### config.mk
export PLATFORM = sky130hd
export DESIGN_NAME = mem_ctrl
export DESIGN_NICKNAME = d
export VERILOG_FILES = /design/src/rtl/mem_ctrl.sv
export SDC_FILE = /design/constraint.sdc
export NUM_CORES = 1
export LEC_CHECK = 0
export ABC_AREA = 1
export CORE_MARGIN = 5
export CORE_UTILIZATION = 46
export CTS_CLUSTER_DIAMETER = 200
export DETAILED_ROUTE_END_ITERATION = 10
export HOLD_SLACK_MARGIN = 0.1
export PLACE_DENSITY_LB_ADDON = 0.08
export SYNTH_ARGS = -nofsm -noshare
export SYNTH_HDL_FRONTEND = slang
export SYNTH_SLANG_ARGS = --single-unit
### constraint.sdc
create_clock -name clk -period 3.05 [get_ports clk]
set_input_delay 0.61 -clock clk [delete_from_list [all_inputs] [get_ports clk]]
set_output_delay 0.61 -clock clk [all_outputs]
set_load 0.02 [all_outputs]
### src/rtl/mem_ctrl.sv
// ============================================================================
// Module   : mem_ctrl
// Purpose  : Byte-serial RAM sequencer shared by instruction fetch and load/store.
// Revision : 1.0
// ============================================================================
`default_nettype none

module mem_ctrl (
    input  logic        clk,
    input  logic        reset,
    input  logic        if_read,
    input  logic [31:0] if_addr,
    output logic        if_ready,
    output logic [31:0] if_data,
    input  logic        mem_read,
    input  logic        mem_write,
    input  logic [31:0] mem_addr,
    input  logic [1:0]  mem_len,
    input  logic [31:0] mem_wdata,
    output logic        mem_ready,
    output logic [31:0] mem_rdata,
    output logic        ram_rw,
    output logic [31:0] ram_a,
    output logic [7:0]  ram_dout,
    input  logic [7:0]  ram_din
);

    typedef enum logic [1:0] {
        S_IDLE  = 2'd0,
        S_READ  = 2'd1,
        S_WRITE = 2'd2,
        S_DONE  = 2'd3
    } state_t;

    state_t      r_state;
    state_t      w_next;
    logic [2:0]  r_cnt;
    logic [2:0]  r_n;
    logic        r_own_mem;
    logic [31:0] r_base;
    logic [31:0] r_wdata;
    logic [31:0] r_result;

    logic        w_mem_req;
    logic        w_abort;
    logic [2:0]  w_len_n;
    logic [31:0] w_cur_addr;
    logic [31:0] w_wshift;

    assign w_mem_req  = mem_read | mem_write;
    // Only an instruction fetch may be withdrawn; load/store always complete.
    assign w_abort    = (r_state == S_READ) && !r_own_mem && !if_read;
    assign w_cur_addr = r_base + {29'd0, r_cnt};
    assign w_wshift   = r_wdata >> {r_cnt[1:0], 3'b000};

    always_comb begin
        case (mem_len)
            2'd0:    w_len_n = 3'd1;
            2'd1:    w_len_n = 3'd2;
            default: w_len_n = 3'd4;
        endcase
    end

    always_ff @(posedge clk) begin
        if (reset) begin
            r_state <= S_IDLE;
        end else begin
            r_state <= w_next;
        end
    end

    always_comb begin
        w_next    = r_state;
        if_ready  = 1'b0;
        if_data   = 32'd0;
        mem_ready = 1'b0;
        mem_rdata = 32'd0;
        ram_rw    = 1'b0;
        ram_a     = 32'd0;
        ram_dout  = 8'd0;
        case (r_state)
            S_IDLE: begin
                if (w_mem_req) begin
                    w_next = mem_write ? S_WRITE : S_READ;
                end else if (if_read) begin
                    w_next = S_READ;
                end
            end
            S_READ: begin
                if (r_cnt < r_n) begin
                    ram_a = w_cur_addr;
                end
                if (w_abort) begin
                    w_next = S_IDLE;
                end else if (r_cnt == r_n) begin
                    w_next = S_DONE;
                end
            end
            S_WRITE: begin
                if (r_cnt < r_n) begin
                    ram_rw   = 1'b1;
                    ram_a    = w_cur_addr;
                    ram_dout = w_wshift[7:0];
                end
                if (r_cnt == r_n - 3'd1) begin
                    w_next = S_DONE;
                end
            end
            S_DONE: begin
                w_next = S_IDLE;
                if (r_own_mem) begin
                    mem_ready = 1'b1;
                    mem_rdata = r_result;
                end else begin
                    if_ready = 1'b1;
                    if_data  = r_result;
                end
            end
            default: w_next = S_IDLE;
        endcase
    end

    always_ff @(posedge clk) begin
        if (reset) begin
            r_cnt     <= 3'd0;
            r_n       <= 3'd0;
            r_own_mem <= 1'b0;
            r_base    <= 32'd0;
            r_wdata   <= 32'd0;
            r_result  <= 32'd0;
        end else begin
            case (r_state)
                S_IDLE: begin
                    r_cnt <= 3'd0;
                    if (w_mem_req) begin
                        r_own_mem <= 1'b1;
                        r_base    <= mem_addr;
                        r_n       <= w_len_n;
                        r_wdata   <= mem_wdata;
                        r_result  <= 32'd0;
                    end else if (if_read) begin
                        r_own_mem <= 1'b0;
                        r_base    <= if_addr;
                        r_n       <= 3'd4;
                        r_wdata   <= 32'd0;
                        r_result  <= 32'd0;
                    end
                end
                S_READ, S_WRITE: begin
                    r_cnt <= r_cnt + 3'd1;
                    // RAM returns data one cycle late, so byte cnt-1 lands now.
                    if (r_state == S_READ) begin
                        case (r_cnt)
                            3'd1:    r_result[7:0]   <= ram_din;
                            3'd2:    r_result[15:8]  <= ram_din;
                            3'd3:    r_result[23:16] <= ram_din;
                            3'd4:    r_result[31:24] <= ram_din;
                            default: ;
                        endcase
                    end
                end
                default: r_cnt <= 3'd0;
            endcase
        end
    end

endmodule

`default_nettype wire

==> out/results.tsv <==
metric	value	unit
outcome	complete, no violations	
ant_nets	0	
cp_max_fo	14	
cts_made_buffers	9	
area_growth	41.1	%
gp_congestion	0.976	
cap_violations	0	
routed_wirelength	19200	um
ctsLongestPathBuffers	2	
cp.arrival	2.33	ns
slowest_stage	dfxtp_1	
overflow	0	
dieHeight	127	um
die_w	127	um
relSlewSlack	69.1	%
fin_nets	1350	
synth_top_area_share	33.5	%
place_hpwl	14600	um
cp-end-kind	primary output	
cts_hold_buf	0	
ios	218	
synth_area_leaders	dfxtp_1 33%, nand2_1 17%, nor2_1 12%	
synth_area	6280	um2
synth_seq_cells	105	
yosys_warnings	0	
tightest_slew	0.463	ns
grt_pass1_wl	31200	um
finalCriticalPeriod	2.94	ns
hold-worst-slack	0.465	ns
synth_area_leader_cell	dfxtp_1	
vias	6932	
synth.distinct_cells	38	
multiInputGateArea	3550	um2
syn_inst	1007	
timing.final.crit_share	96.3	%
timing.fmax	0.341	GHz
wl_per_cell	13.7	um
initial_core_util	47.2	%
htree_levels	3	
cts-root-buf	clkbuf_16	
crit_type	flip-flop to primary output	
rows	42	
layout-drive-gt1-share	10.1	%
firstDrtPassIters	5	
viasPerCell	4.94	
worstPathCellList	buf_6 -> ha_1 -> nand2_1 -> nor2_1 -> nor2_1 -> nand2_2 -> nor2_4 -> buf_12 -> o21ai_0 -> a21oi_1 -> buf_2	
seq_area	2100	um2
grt_util_all_layers	23.5	%
coreArea	13300	um2
cts_tree	done	
drc	0	
n_fill_cell	1272	
holdCritPathClass	flip-flop to flip-flop	
critical_path_required	2.44	ns
p_per_area	781	nW/um2
cts.sinks	105	
initialDrtViolationCount	522	
dp_cells	1382	
antenna_found_initial	0	
syn_avg_cell_area	6.24	um2
die_area	16100	um2
port_buffers	217	
grt_setup_unrepaired	true	
instances_no_fill	1402	
grt_max_degree	65	
clk-insertion-delay-late	0.35	ns
slew_viol_final	0	
worst_setup_path_start_kind	flip-flop	
synth_nets	1136	
final.setup_skew	0.00752	ns
crit_top_cell	nor2_1	
peakVddDrop	0.391	mV
seq_area_frac_synth	33.5	%
final_cell_mix	276 x nand2_1, 202 x nor2_1, 176 x clkdlybuf4s50_1, 105 x dfxtp_1, 101 x inv_1	
path_clk_slew	0.07	ns
hold_viol	0	
slowest_delay	0.32	ns
final_common_cell	nand2_1	
setup_violations	0	
grt_pass1_vias	6485	
total_leakage_power	3.72	nW
n_antenna_cell	0	
==> flip-flops by register name, indices dropped and copies added (netlist names) <==
| register | cells |
|---|---|
| r_base | 32 |
| r_cnt | 3 |
| r_n | 3 |
| r_own_mem | 1 |
| r_result | 32 |
| r_state | 2 |
| r_wdata | 32 |
==> cell families after synthesis <==
logic type,share of synthesized area (%)
DFF,33.5
AOI/OAI and AO/OA,16.6
xor gates and xnor gates,0.418
buffers and inverters,10.6
adders and majority gates,3.71
and+or+nand+nor,35.2
==> worst max-delay path, delay by kind of cell, from the launching register on <==
family | cells | cell delay (ns)
AO/OA/AOI/OAI | 2 | 0.28
adder cells (fa/ha/maj) | 1 | 0.30
buffers and inverters | 3 | 0.51
flip-flops | 1 | 0.32
AND/OR/NAND/NOR | 5 | 0.55
==> repair_timing <==
item / CTS / global route
buffers inserted: 2 / 1
endpoints found under the hold margin: 0 / 0
endpoints found under the setup margin: 40 / 40
pin swaps: 2 / 6
gates resized for setup: 74 / 77
gates cloned: 0 / 1
==> final cells by class <==
type,count,share of cell area [%]
Multi-Input combinational cell,750,40.1
Timing Repair Buffer,245,25.4
Tap cell,176,2.49
Clock inverter,6,1.02
Inverter,110,4.72
Sequential cell,105,23.7
Clock buffer,10,2.58
==> through the flow <==
stage	worst slack (ns)	power, mW	cell area (um2)	setup TNS, ns	util (%)
after global routing	-0.00981	7.54	8860	-0.0183	66.6
final	0.113	6.92	8860	0	66.6
after CTS	0.00500	6.89	8900	0	66.9
after floorplan	0.158	4.68	6280	0	-
after global placement	0.0852	5.61	8620	0	64.8
after detailed placement	0.0433	5.67	8620	0	64.8
==> Yosys cell counts, drive strengths merged <==
cell type / n
xor2: 2
ha: 17
clkbuf: 22
fa: 1
nand2: 280
nand4: 4
buf: 20
a221oi: 1
xnor2: 1
o211a: 1
a31oi: 32
nor3b: 1
dfxtp: 105
nor2: 217
clkinv: 1
nor3: 6
o21ai: 76
and2: 2
inv: 109
a21oi: 76
or2: 2
nand3: 26
nand3b: 5
==> final timing paths <==
| path | start | end | slack [ns] | depth (start not counted) |
|---|---|---|---|---|
| setup / recovery | r_cnt[1] | ram_a[7] | 0.11 | 11 |
| hold / removal | r_wdata[15] | r_wdata[15] | 0.46 | 2 |
| setup reg to reg | r_cnt[0] | r_result[25] | 1.16 | 9 |
| hold reg to reg | r_wdata[15] | r_wdata[15] | 0.46 | 2 |
==> routing by layer <==
metal	share of wire (%)	wire [um]	track usage, %	vias up
met2	43	8320	37.5	250
li1	-	-	-	3604
met5	0	0	0	-
met1	46	8760	31.2	3052
met4	2.4	453	7.32	0
met3	8.7	1680	6.09	26
==> report_power, final <==
part	total (mW)	leakage [nW]	switching, mW	internal (mW)
Clock	1.25	0.153	0.530	0.723
Combinational	3.54	2.70	2.30	1.24
Sequential	2.12	0.868	0.327	1.80
No activity file was read; power rests on OpenSTA's default activity.
